--- config.mk ---
export PLATFORM = sky130hd
export DESIGN_NAME = game_flow_ctrl
export DESIGN_NICKNAME = d
export VERILOG_FILES = /design/src/rtl/game_pkg.sv /design/src/rtl/bcd_accum.sv /design/src/rtl/game_flow_ctrl.sv
export SDC_FILE = /design/constraint.sdc
export NUM_CORES = 1
export LEC_CHECK = 0
export ABC_AREA = 0
export CAP_MARGIN = 15
export CORE_MARGIN = 4
export CORE_UTILIZATION = 53
export CTS_BUF_LIST = sky130_fd_sc_hd__clkbuf_4 sky130_fd_sc_hd__clkbuf_8 sky130_fd_sc_hd__clkbuf_16
export CTS_CLUSTER_SIZE = 30
export DETAILED_ROUTE_END_ITERATION = 6
export PLACE_DENSITY = 0.82
export SYNTH_ARGS = -nofsm -noshare
export SYNTH_HDL_FRONTEND = slang
export SYNTH_HIERARCHICAL = 1
export SYNTH_SLANG_ARGS = --single-unit
--- constraint.sdc ---
create_clock -name clk -period 6.9 [get_ports clk]
set_clock_uncertainty 0.15 [all_clocks]
set_input_delay 0.69 -clock clk [delete_from_list [all_inputs] [get_ports clk]]
set_output_delay 0.69 -clock clk [all_outputs]
set_load 0.03 [all_outputs]
--- src/rtl/game_pkg.sv ---
// Shared types and constants for the game-flow controller and its helpers.
// Holds the FSM state encoding, the tile code constants and a digit-to-tile helper.
// No logic of its own; no latency, no backpressure.
package game_pkg;

    typedef enum logic [1:0] {
        IDLE   = 2'd0,
        PLAY   = 2'd1,
        PAUSED = 2'd2,
        FINISH = 2'd3
    } state_t;

    localparam int TILE_W = 5;

    localparam logic [TILE_W-1:0] TILE_DARK   = 5'd31;
    localparam logic [TILE_W-1:0] TILE_DIGIT0 = 5'd0;

    // Tile code for a decimal digit 0..9.
    function automatic logic [TILE_W-1:0] digit_tile(input logic [3:0] d);
        return TILE_DIGIT0 + {1'b0, d};
    endfunction

endpackage

--- src/rtl/bcd_accum.sv ---
// Saturating BCD accumulator: adds a single 0..9 value per cycle with a ripple carry.
// Latency: result visible one clock after add_vld/clr; any overflow loads all nines.
// Backpressure: none, one add accepted every cycle add_vld is high.
//
// Ports: clk, rst (sync, active high), clr (sync clear), add_vld/add_val (value 0..9,
//        caller clamps), value (DIGITS BCD digits, least significant digit lowest).
module bcd_accum #(
    parameter int DIGITS = 4
) (
    input  logic                  clk,
    input  logic                  rst,
    input  logic                  clr,
    input  logic                  add_vld,
    input  logic [3:0]            add_val,
    output logic [4*DIGITS-1:0]   value
);

    logic [4*DIGITS-1:0] acc_q;
    logic [4*DIGITS-1:0] sum;
    logic [4:0]          digit_sum;
    logic                carry;

    // Digit-serial decimal add; only digit 0 receives the addend, the rest see carries.
    always_comb begin
        sum       = '0;
        digit_sum = '0;
        carry     = 1'b0;
        for (int i = 0; i < DIGITS; i++) begin
            digit_sum = {1'b0, acc_q[4*i +: 4]} + {4'b0, carry}
                      + ((i == 0) ? {1'b0, add_val} : 5'd0);
            if (digit_sum > 5'd9) begin
                sum[4*i +: 4] = 4'(digit_sum - 5'd10);
                carry         = 1'b1;
            end else begin
                sum[4*i +: 4] = digit_sum[3:0];
                carry         = 1'b0;
            end
        end
    end

    always_ff @(posedge clk) begin
        if (rst || clr) begin
            acc_q <= '0;
        end else if (add_vld) begin
            // A carry out of the top digit means the true total no longer fits.
            acc_q <= carry ? {DIGITS{4'h9}} : sum;
        end
    end

    assign value = acc_q;

endmodule

--- src/rtl/game_flow_ctrl.sv ---
// Game-flow controller: IDLE -> PLAY -> FINISH (optional PAUSED), tick prescaler,
// countdown timer, saturating BCD score and the status-row tile encoder.
// Latency: state/timer/score update on the edge sampling their cause; status_row is
// combinational from those registers. Backpressure: none, hits are taken every PLAY cycle.
//
// Optional feature macro: GAME_PAUSE_EN builds the pause edge detector and PAUSED state;
// without it, pause is ignored and PAUSED is never entered.
//
// Ports: clk, rst (sync, active high); en/pause level inputs, rising edge acts;
//        hit_valid/hit_pts score event (pts clamped to 9); state, play_en, tick, finished,
//        time_left (binary), score_bcd, status_row (leftmost tile in the MSBs).
module game_flow_ctrl
    import game_pkg::*;
#(
    parameter int TICK_DIV     = 100_000_000,
    parameter int GAME_TICKS   = 60,
    parameter int SCORE_DIGITS = 4,
    parameter int COLS         = 8,
    parameter int TILE_W       = game_pkg::TILE_W
) (
    input  logic                       clk,
    input  logic                       rst,
    input  logic                       en,
    input  logic                       pause,
    input  logic                       hit_valid,
    input  logic [3:0]                 hit_pts,
    output logic [1:0]                 state,
    output logic                       play_en,
    output logic                       tick,
    output logic                       finished,
    output logic [6:0]                 time_left,
    output logic [4*SCORE_DIGITS-1:0]  score_bcd,
    output logic [COLS*TILE_W-1:0]     status_row
);

    localparam int              CNT_W     = (TICK_DIV > 1) ? $clog2(TICK_DIV) : 1;
    localparam logic [CNT_W-1:0] CNT_LAST = CNT_W'(TICK_DIV - 1);
    localparam logic [6:0]      TIME_INIT = 7'(GAME_TICKS);

    state_t             state_q;
    state_t             state_d;
    logic [CNT_W-1:0]   cnt_q;
    logic [CNT_W-1:0]   cnt_d;
    logic [6:0]         time_q;
    logic [6:0]         time_d;

    logic               en_q;
    logic               en_rise;
    logic               pause_rise;
    logic               tick_now;
    logic               final_tick;
    logic               game_start;
    logic               hit_acc;
    logic [3:0]         hit_val;

    // ---------------------------------------------------------------- edge detect
    always_ff @(posedge clk) begin
        if (rst) begin
            en_q <= 1'b0;
        end else begin
            en_q <= en;
        end
    end

    assign en_rise = en & ~en_q;

`ifdef GAME_PAUSE_EN
    logic pause_q;

    always_ff @(posedge clk) begin
        if (rst) begin
            pause_q <= 1'b0;
        end else begin
            pause_q <= pause;
        end
    end

    assign pause_rise = pause & ~pause_q;
`else
    logic unused_pause;

    assign unused_pause = pause;
    assign pause_rise   = 1'b0;
`endif

    // Tick fires in the last prescaler count of a PLAY cycle; the final one ends the game.
    assign tick_now   = (state_q == PLAY) && (cnt_q == CNT_LAST);
    assign final_tick = tick_now && (time_q == 7'd1);
    assign game_start = ((state_q == IDLE) || (state_q == FINISH)) && en_rise;

    // ---------------------------------------------------------------- FSM + prescaler + timer
    always_comb begin
        state_d = state_q;
        cnt_d   = cnt_q;
        time_d  = time_q;
        case (state_q)
            IDLE, FINISH: begin
                cnt_d = '0;
                if (en_rise) begin
                    state_d = PLAY;
                    time_d  = TIME_INIT;
                end
            end
            PLAY: begin
                cnt_d = tick_now ? '0 : cnt_q + 1'b1;
                if (tick_now) begin
                    time_d = time_q - 7'd1;
                end
                // The final tick takes priority over a simultaneous pause edge.
                if (final_tick) begin
                    state_d = FINISH;
                end else if (pause_rise) begin
                    state_d = PAUSED;
                end
            end
`ifdef GAME_PAUSE_EN
            PAUSED: begin
                // Prescaler holds so paused time does not count toward the game.
                if (pause_rise) begin
                    state_d = PLAY;
                end
            end
`endif
            default: begin
                state_d = IDLE;
                cnt_d   = '0;
            end
        endcase
    end

    always_ff @(posedge clk) begin
        if (rst) begin
            state_q <= IDLE;
            cnt_q   <= '0;
            time_q  <= TIME_INIT;
        end else begin
            state_q <= state_d;
            cnt_q   <= cnt_d;
            time_q  <= time_d;
        end
    end

    // ---------------------------------------------------------------- score
    // Hits count in any PLAY cycle, including the one carrying the final tick.
    assign hit_acc = hit_valid && (state_q == PLAY);
    assign hit_val = (hit_pts > 4'd9) ? 4'd9 : hit_pts;

    bcd_accum #(
        .DIGITS (SCORE_DIGITS)
    ) u_score (
        .clk     (clk),
        .rst     (rst),
        .clr     (game_start),
        .add_vld (hit_acc),
        .add_val (hit_val),
        .value   (score_bcd)
    );

    // ---------------------------------------------------------------- outputs
    assign state     = state_q;
    assign play_en   = (state_q == PLAY);
    assign finished  = (state_q == FINISH);
    assign tick      = tick_now;
    assign time_left = time_q;

    // Row: tile k sits at bits [(COLS-1-k)*TILE_W +: TILE_W]; score digit i at tile COLS-1-i.
    always_comb begin
        status_row = '0;
        for (int k = 0; k < COLS; k++) begin
            status_row[k*TILE_W +: TILE_W] = TILE_W'(TILE_DARK);
        end
        if (state_q != IDLE) begin
            status_row[(COLS-1)*TILE_W +: TILE_W] = TILE_W'(digit_tile(4'(time_q / 7'd10)));
            status_row[(COLS-2)*TILE_W +: TILE_W] = TILE_W'(digit_tile(4'(time_q % 7'd10)));
            for (int i = 0; i < SCORE_DIGITS; i++) begin
                status_row[i*TILE_W +: TILE_W] = TILE_W'(digit_tile(score_bcd[4*i +: 4]));
            end
        end
    end

endmodule

==> results.ini, run 1 <==
[layout]
final_area_um2 = 4560
syn2layout_area_growth_pct = 17.4
instances_no_fill = 617
fillers = 591
nets = 553
insertedDiodeCount = 0
layout-drive-gt1-share = 0.0940

[global_routing]
overflow = 0
antenna_found_initial = 0
grt_pass1_vias = 3287
grt_max_degree = 33
grt_pass1_wl_um = 15000
track_usage = 0.203

[setup_path]
required_ns = 6.97
r2r_cells = 23
crit_arrival_ns = 6.64
crit_path_start_kind = input pin
cp-end-kind = flop
crit_fanout = 7
critPathKind = in2reg

[synthesis]
synth_cells = 482
async_reset_ff_frac = 0
synth_flop_cell = dfxtp_1
synth_edf_count = 0
synth.area.top_cells = dfxtp_1 27%, ha_1 7.4%, xnor2_1 5.6%
ys_ff_latch = 53
avgSynthCellArea_um2 = 8.05
synth_cell_type_count = 75
synth_top_area_share = 0.273
synth_area_um2 = 3880
ys_warn_count = 6
ys_seq_area_frac = 0.273
yosysTopAreaCell = dfxtp_1

[routing]
vias = 3481
post-route-drc-count = 0
totalWireLength_um = 9010
firstDrtPassIters = 4
viasPerCell = 5.64
drtIter0Drc = 183
ant_nets = 0
wl_per_cell_um = 14.6

[power_and_ir_drop]
peakVddDrop_mv = 0.113
switchingPower_mw = 0.350
p_int_mw = 0.548
power.total_mw = 0.898
power-per-cell-area_nw_per_um2 = 197
p_clk_frac = 0.201
swShare = 0.389
combPwrFrac = 0.427
p_leak_nw = 1.61
power_frac_seq = 0.372

[floorplan]
row_count = 30
die_w_um = 93.6
start_util = 0.559
io_pins = 77
die_h_um = 93.6
coreArea_um2 = 6940
dieArea_um2 = 8760

[clocking]
cts_num_sinks = 53
cts_tree = yes
clock_path_buffers = 2
cts_buffers = 5
root_buffer = clkbuf_8
clock_latency_ns = 0.31
clk_pin_slew_ns = 0.10
htreeDepth = 2
hold_buffers = 0

[timing]
rsz0062_at_grt = no
timing.fmax_mhz = 152
fin_crit_ns = 6.56
setup_viol = 0
timing_hold_violations_final = 0
slew_headroom = 0.415
fin_crit_sh = 0.951
slew_violations = 0
tightest_slew_ns = 0.877

[hold_path]
hold_path_depth = 1
hp-class = reg2reg

[place]
post-place-cells = 609
port_buffers = 65
placedInstanceArea_um2 = 4450
place_congestion = 0.818
post-dp-hpwl_um = 6700

[outcome]
status = finished clean

[job]
maxCapViolations = 0

==> stage by stage <==
step / hold WS, ns / utilization / setup TNS [ns] / worst slack (ns)
after floorplan: 0.280 / - / 0 / 0.972
after global placement: 0.292 / 0.641 / 0 / 0.219
after detailed placement: 0.312 / 0.641 / -0.00512 / -0.00512
after CTS: 0.334 / 0.654 / 0 / 0.305
after global routing: 0.366 / 0.656 / 0 / 0.0316
final: 0.329 / 0.656 / 0 / 0.335
==> final timing paths <==
kind / startpoint / to / slack (ns)
worst max-delay path: hit_pts[3] / u_score/value[1] / 0.34
worst min-delay path: cnt_q[0] / cnt_q[0] / 0.33
worst min register to register: cnt_q[0] / cnt_q[0] / 0.33
worst max register to register: u_score/value[0] / u_score/value[1] / 1.01
==> cells in the mapped netlist, drive strengths merged (11+ instances only) <==
| master | instances |
|---|---|
| inv | 26 |
| nand3 | 19 |
| xnor2 | 25 |
| buf | 22 |
| nor3 | 11 |
| nand2 | 16 |
| o21ai | 20 |
| nor2 | 56 |
| or2 | 22 |
| ha | 23 |
| nor2b | 13 |
| dfxtp | 53 |
| a21oi | 23 |
| clkbuf | 21 |
==> cells in the final DEF, fill, tap and decap left out, types with 11 or more instances in the layout <==
cell             netlist  routed
xnor2_1               25      25
or2_2                 20      20
ha_1                  23      22
clkdlybuf4s50_1        0      65
nor2b_1               13      13
inv_1                 26      26
nand3_1               19      19
nor3_1                11      11
nand2_1               16      16
a21oi_1               21      21
o21ai_0               18      18
dfxtp_1               53      53
nor2_1                56      56
==> power by group through the flow <==
stage	sequential (mW)	combinational, mW	clock (mW)
detailed placement	0.340	0.382	0
CTS	0.333	0.383	0.184
global placement	0.340	0.372	0
finish	0.334	0.383	0.181
floorplan	0.349	0.260	0
global route	0.336	0.410	0.193
==> flip-flops by register name (all words and copies together) (netlist names) <==
| register | cells |
|---|---|
| state | 2 |
| time_left | 7 |
| u_score/value | 16 |
| cnt_q | 27 |
| en_q | 1 |
==> cell type report <==
cell class / instances / area (um2) / area share
Sequential cell: 53 / 1060 / 0.233
Tap cell: 96 / 120 / 0.0264
Inverter: 26 / 97.6 / 0.0214
Timing Repair Buffer: 65 / 651 / 0.143
Multi-Input combinational cell: 369 / 2540 / 0.557
Clock buffer: 7 / 83.8 / 0.0184
Clock inverter: 1 / 7.51 / 0.00165
==> repair_timing <==
item,CTS,global route
gates resized for setup,0,2
buffers inserted,0,0
hold endpoints to repair,0,0
endpoints found under the setup margin,0,7
==> metal layers <==
| metal | part of all wire | global-route usage |
|---|---|---|
| met2 | 0.49 | 0.361 |
| met5 | 0 | 0 |
| met1 | 0.44 | 0.254 |
| met3 | 0.051 | 0.0322 |
| met4 | 0.013 | 0.0542 |
==> critical path: stages <==
cell and delay (ns):
clkdlybuf4s50_1 0.51, o21ai_0 0.10, nand2b_1 0.09, ha_1 0.17, inv_1 0.06, fa_1 0.39
xor2_1 0.21, and2_4 0.19, o311ai_4 0.38, ha_4 0.22, ha_1 0.31, or2_2 0.36
a21oi_1 0.18, a21oi_1 0.10, ha_1 0.23, ha_1 0.36, inv_1 0.15, a21oi_1 0.08
o221a_2 0.31, ha_1 0.21, ha_1 0.23, and3b_1 0.24, mux2i_1 0.12, and2_1 0.24
or4_1 0.42, o311ai_1 0.08
==> kinds of logic after synthesis <==
| family | share of synthesized area |
|---|---|
| DFF | 0.273 |
| muxes | 0.0190 |
| and+or+nand+nor | 0.295 |
| other | 0.000966 |
| AOI/OAI and AO/OA | 0.168 |
| adders and majority gates | 0.0819 |
| buffers and inverters | 0.0851 |
| xor gates and xnor gates | 0.0767 |
Power figures use the tool's default switching activity.
==> run 2, diff against run 1 <==
- CORE_MARGIN: 4 -> 2
- CORE_UTILIZATION: 53 -> 48
- PLACE_DENSITY: 0.82 -> 0.78
- clock period: 6.9 -> 5.6 ns (I/O delays scaled with it)
==> results.ini, run 2 (same netlist as run 1, synthesis figures left out) <==
[clocking]
cts_buffers = 5  ; unchanged
clk_pin_slew_ns = 0.10  ; about the same
cts_tree = yes
clock_path_buffers = 2  ; unchanged
htreeDepth = 2  ; unchanged
cts_num_sinks = 53  ; unchanged
root_buffer = clkbuf_8
clock_latency_ns = 0.31  ; about the same

[floorplan]
dieArea_um2 = 8820  ; +0.74%
die_w_um = 93.9  ; +0.37%
coreArea_um2 = 7770  ; +12%
start_util = 0.500  ; -0.0592
row_count = 32  ; +6.7%
die_h_um = 93.9  ; +0.37%
io_pins = 77  ; unchanged

[timing]
fin_crit_sh = 0.976
fin_crit_ns = 5.47
tightest_slew_ns = 0.896  ; +0.0190 ns
setup_viol = 0  ; unchanged
slew_violations = 0  ; unchanged
slew_headroom = 0.402  ; -0.0126
timing_hold_violations_final = 0  ; unchanged
setup-tns-final_ns = 0  ; unchanged
timing.fmax_mhz = 183

[place]
post-dp-hpwl_um = 6720  ; +0.41%
place_congestion = 0.817  ; -0.17%
port_buffers = 65  ; unchanged
post-place-cells = 644  ; +5.7%

[setup_path]
worst_path_largest_cell_delay_ns = 0.48  ; -0.03 ns
critPathKind = in2reg
critPathSlowestCell = clkdlybuf4s50_1
crit_fanout = 4  ; -3
crit_arrival_ns = 5.54  ; -1.10 ns
crit_path_start_kind = input pin
r2r_slack_ns = 0.57  ; -0.44 ns
required_ns = 5.67  ; -1.30 ns
cp-end-kind = flop
crit_top_cell = ha_4

[layout]
layout-drive-gt1-share = 0.177  ; +0.0825
instances_no_fill = 657  ; +6.5%
layout_common_cells = 63 x clkdlybuf4s50_1, 56 x nor2_1, 53 x dfxtp_1, 33 x buf_4
insertedDiodeCount = 0  ; unchanged
final_common_cell = clkdlybuf4s50_1
nets = 587  ; +6.1%
fillers = 654  ; +11%
syn2layout_area_growth_pct = 28.5
largest-register = cnt_q
largest_register_ff_count = 27  ; unchanged
fin_util = 0.642  ; -0.0141

[power_and_ir_drop]
p_leak_nw = 1.84  ; +14%
power-per-cell-area_nw_per_um2 = 239  ; +21%
power.total_mw = 1.19  ; +33%
peakVddDrop_mv = 0.114  ; +0.41%

[routing]
drtIter0Drc = 130  ; -29%
ant_nets = 0  ; unchanged
totalWireLength_um = 9240  ; +2.5%
firstDrtPassIters = 4  ; unchanged
viasPerCell = 5.49  ; -2.8%
vias = 3604  ; +3.5%
post-route-drc-count = 0  ; unchanged
wl_per_cell_um = 14.1  ; -3.7%

[global_routing]
grt_pass1_wl_um = 15000  ; +0.41%
grt_pass1_vias = 3378  ; +2.8%
grt_max_degree = 33  ; unchanged
track_usage = 0.205  ; +0.00206
overflow = 0  ; unchanged
antenna_found_initial = 0  ; unchanged

[job]
maxCapViolations = 0  ; unchanged

[outcome]
status = finished clean

[hold_path]
hp-class = reg2reg

[run 2: cell types whose count changed in the layout (fill, tap and decap cells not counted), moves of 2 or more]
cell	delta
clkdlybuf4s50_1	-2
a21oi_1	-3
ha_4	+5
ha_1	-6
dlymetal6s2s_1	+2
a21oi_4	+2
o21ai_0	-3
o21ai_1	+3
buf_4	+33
[run 2: worst max-delay path, delay by kind of cell]
family	cells	cell delay (ns)
fa+ha+maj	7	1.47
mux	1	0.11
simple gates	6	1.16
compound gates	7	1.41
xor+xnor	1	0.16
buf+inv	3	0.65
[run 2: layout make-up]
class                      count  area [um2]  area share
tap                          102         128      0.0256
clock inverter                 1        30.0     0.00602
timing repair buffer          99         915       0.183
inverter                      26        97.6      0.0196
clock buffer                   7        90.1      0.0181
sequential                    53        1060       0.213
multi-input combinational    369        2670       0.535
[run 2: stage by stage]
step | setup slack [ns] | hold WS [ns] | cell area [um2]
after floorplan | 0.0239 | 0.280 | 3940
after global placement | -0.250 | 0.295 | 4700
after detailed placement | -0.429 | 0.301 | 4700
after CTS | 0.0256 | 0.322 | 4860
after global routing | -0.0933 | 0.359 | 4990
final | 0.132 | 0.315 | 4990
[run 2: worst paths after layout]
kind,cells past startpoint,end,startpoint
max,25,u_score/value[1],hit_pts[3]
min,1,cnt_q[0],cnt_q[0]
max reg2reg,22,u_score/value[1],u_score/value[0]
min reg2reg,1,cnt_q[0],cnt_q[0]
[run 2: power breakdown]
group	internal [mW]	switching [mW]	leakage, nW
Combinational	0.214	0.291	1.35
Clock	0.151	0.122	0.0619
Sequential	0.389	0.0231	0.429
Total	0.754	0.436	1.84
[run 2: layer usage]
metal / GRT usage / vias up / wire (um)
met5: 0 / - / 0
met4: 0.0580 / 0 / 128
met3: 0.0297 / 10 / 375
met2: 0.361 / 83 / 4660
met1: 0.261 / 1701 / 4080
li1: - / 1810 / -
[run 2: repair_timing]
item	4_1_cts	5_1_grt
hold buffers	0	0
setup endpoints to repair	13	15
pin swaps	3	9
cloned	0	0
resized for setup	7	18
setup buffers	2	3
hold endpoints to repair	0	0
==> run 3, diff against run 2 <==
- CORE_UTILIZATION: 48 -> 47
- CTS_CLUSTER_SIZE: 30 -> not set
- PLACE_DENSITY: 0.78 -> 0.77
- SYNTH_HIERARCHICAL: 1 -> not set
==> results.ini, run 3 <==
[setup_path]
r2r_start = u_score.value[0]
crit_fanout = 6  ; +2
critPathSlowestCell = clkdlybuf4s50_1
worst_path_largest_cell_delay_ns = 0.48  ; about the same
critPathTopFamily = adder cells
crit_buf_inv = 3  ; unchanged
required_ns = 5.65  ; -0.02 ns
reg2reg_to = u_score.value[2]
crit_top_cell = ha_2
r2r_cells = 25  ; +14%
critPathKind = in2reg
r2r_slack_ns = 0.68  ; +0.11 ns
cp-end-kind = flop
crit_arrival_ns = 5.44  ; -0.10 ns
crit_path_start_kind = input pin

[synthesis]
synth_area_um2 = 3740  ; -3.6%
synth_edf_count = 0  ; unchanged
synth_commonest_cells = 56 x nor2_1, 53 x dfxtp_1, 28 x nand2_1
yosysTopAreaCell = dfxtp_1
synth_flop_cell = dfxtp_1
avgSynthCellArea_um2 = 8.20  ; +1.9%
synth_cells = 456  ; -5.4%
ys_warn_count = 0  ; -6
async_reset_ff_frac = 0  ; unchanged
synth_cell_type_count = 67  ; -11%
synth.area.top_cells = dfxtp_1 28%, ha_1 7.7%, xnor2_1 5.9%
ys_ff_latch = 53  ; unchanged
synth_top_area_share = 0.284  ; +0.0102
ys_seq_area_frac = 0.284  ; +0.0102
synthMostInstantiatedCell = nor2_1

[timing]
slew_headroom = 0.354  ; -0.0487
whs_ns = 0.331  ; +0.0165 ns
timing.fmax_mhz = 186  ; +1.5%
fin_crit_sh = 0.962  ; -0.0140
slew_violations = 0  ; unchanged
fin_crit_ns = 5.39  ; -0.0782 ns
tightest_slew_ns = 0.970  ; +0.0731 ns
timing_hold_violations_final = 0  ; unchanged
setup_viol = 0  ; unchanged

[routing]
ant_nets = 0  ; unchanged
vias = 3340  ; -7.3%
viasPerCell = 5.34  ; -2.7%
wl_per_cell_um = 13.4  ; -4.8%
post-route-drc-count = 0  ; unchanged
firstDrtPassIters = 4  ; unchanged
totalWireLength_um = 8370  ; -9.3%
drtIter0Drc = 159  ; +22%

[layout]
fillers = 674  ; +3.1%
syn2layout_area_growth_pct = 25.7
final_common_cell = clkdlybuf4s50_1
nets = 558  ; -4.9%
layout-drive-gt1-share = 0.176  ; -0.00100
layout_common_cells = 64 x clkdlybuf4s50_1, 54 x nor2_1, 53 x dfxtp_1, 28 x nand2_1, 27 x buf_4
largest_register_ff_count = 27  ; unchanged
largest-register = cnt_q
insertedDiodeCount = 0  ; unchanged
instances_no_fill = 626  ; -4.7%

[place]
post-place-cells = 620  ; -3.7%
place_congestion = 0.840  ; +2.9%
port_buffers = 65  ; unchanged
post-dp-hpwl_um = 6070  ; -9.7%

[floorplan]
die_h_um = 93.2  ; -0.75%
coreArea_um2 = 7730  ; -0.52%
die_w_um = 93.2  ; -0.75%
row_count = 32  ; unchanged
start_util = 0.484  ; -0.0155
io_pins = 77  ; unchanged
dieArea_um2 = 8690  ; -1.5%

[clocking]
hold_buffers = 0  ; unchanged
clock_latency_ns = 0.31  ; about the same
cts_tree = yes
clock_path_buffers = 2  ; unchanged
root_buffer = clkbuf_8
htreeDepth = 2  ; unchanged
clk_pin_slew_ns = 0.09  ; about the same
cts_num_sinks = 53  ; unchanged
cts_buffers = 5  ; unchanged

[power_and_ir_drop]
power-per-cell-area_nw_per_um2 = 177  ; -26%
p_leak_nw = 1.71  ; -6.8%
power.total_mw = 0.831  ; -30%
swShare = 0.320  ; -0.0462
combPwrFrac = 0.289  ; -0.135
p_clk_frac = 0.242  ; +0.013
peakVddDrop_mv = 0.130  ; +14%
p_int_mw = 0.565  ; -25%
power_frac_seq = 0.469  ; +0.122
switchingPower_mw = 0.266  ; -39%

[global_routing]
antenna_found_initial = 0  ; unchanged
grt_pass1_vias = 3088  ; -8.6%
track_usage = 0.198  ; -0.00762
grt_max_degree = 33  ; unchanged
grt_pass1_wl_um = 14300  ; -4.9%
overflow = 0  ; unchanged

[job]
maxCapViolations = 0  ; unchanged

[hold_path]
hold_path_depth = 1  ; unchanged
min_to = cnt_q[0]
hp-class = reg2reg
min-delay-start = cnt_q[0]

[outcome]
status = finished clean

[run 3: cell count changes after synthesis, sizes merged, moves of 5 or more]
cell and delta:
clkbuf -5, o31ai -6, a21oi -8, nor2b -6, o21ai -7, xor2 +11, nand2 +12, inv -9
or4 -5
[run 3: area by class of cell]
class,instances,area [um2],area share
Multi-Input combinational cell,356,2520,0.536
Sequential cell,53,1060,0.226
Timing Repair Buffer,92,856,0.182
Tap cell,102,128,0.0271
Clock buffer,5,68.8,0.0146
Inverter,17,63.8,0.0136
Clock inverter,1,5.00,0.00106
[run 3: worst max-delay path by stage]
stage | from | endpoint | cells past startpoint
5_1_grt | hit_pts[2] | u_score.value[2] | 28
3_5_place_dp | hit_pts[3] | u_score.value[4] | 26
4_1_cts | hit_pts[3] | u_score.value[2] | 28
6_report | hit_pts[2] | u_score.value[2] | 28
3_3_place_gp | hit_pts[3] | u_score.value[4] | 26
2_1_floorplan | hit_pts[2] | u_score.value[1] | 26
[run 3: per-layer routing]
| metal | global-route usage | part of all wire |
|---|---|---|
| met1 | 0.263 | 0.45 |
| met2 | 0.329 | 0.48 |
| met3 | 0.0387 | 0.052 |
| met4 | 0.0502 | 0.012 |
| met5 | 0 | 0 |
[run 3: logic make-up after synthesis]
family,count (synthesis),share of synthesized area
buffers and inverters,56,0.0833
AND/OR/NAND/NOR,192,0.280
other,1,0.00100
adder cells (fa/ha/maj),24,0.0823
multiplexers,4,0.0107
XOR/XNOR,45,0.105
flip-flops,53,0.284
AO/OA/AOI/OAI,81,0.154
[run 3: power by group through the flow]
stage	Clock [mW]	Sequential [mW]	Combinational, mW
2_1_floorplan	0	0.405	0.152
4_1_cts	0.208	0.389	0.236
6_report	0.201	0.390	0.240
3_5_place_dp	0	0.398	0.235
3_3_place_gp	0	0.398	0.232
5_1_grt	0.221	0.391	0.258
[run 3: repair_timing]
item / CTS / global route
setup endpoints to repair: 7 / 15
pin swaps: 1 / 8
endpoints found under the hold margin: 0 / 0
resized for setup: 2 / 24
buffers inserted: 0 / 0
cloned: 0 / 0
[run 3: through the flow]
stage / instance area, um2 / util / setup TNS [ns] / setup slack (ns)
3_5_place_dp: 4510 / 0.583 / -4.35 / -0.390
5_1_grt: 4700 / 0.608 / -0.159 / -0.0713
6_report: 4700 / 0.608 / 0 / 0.210
4_1_cts: 4600 / 0.595 / 0 / 0.0543
2_1_floorplan: 3770 / - / 0 / 0.208
3_3_place_gp: 4510 / 0.583 / -1.95 / -0.211
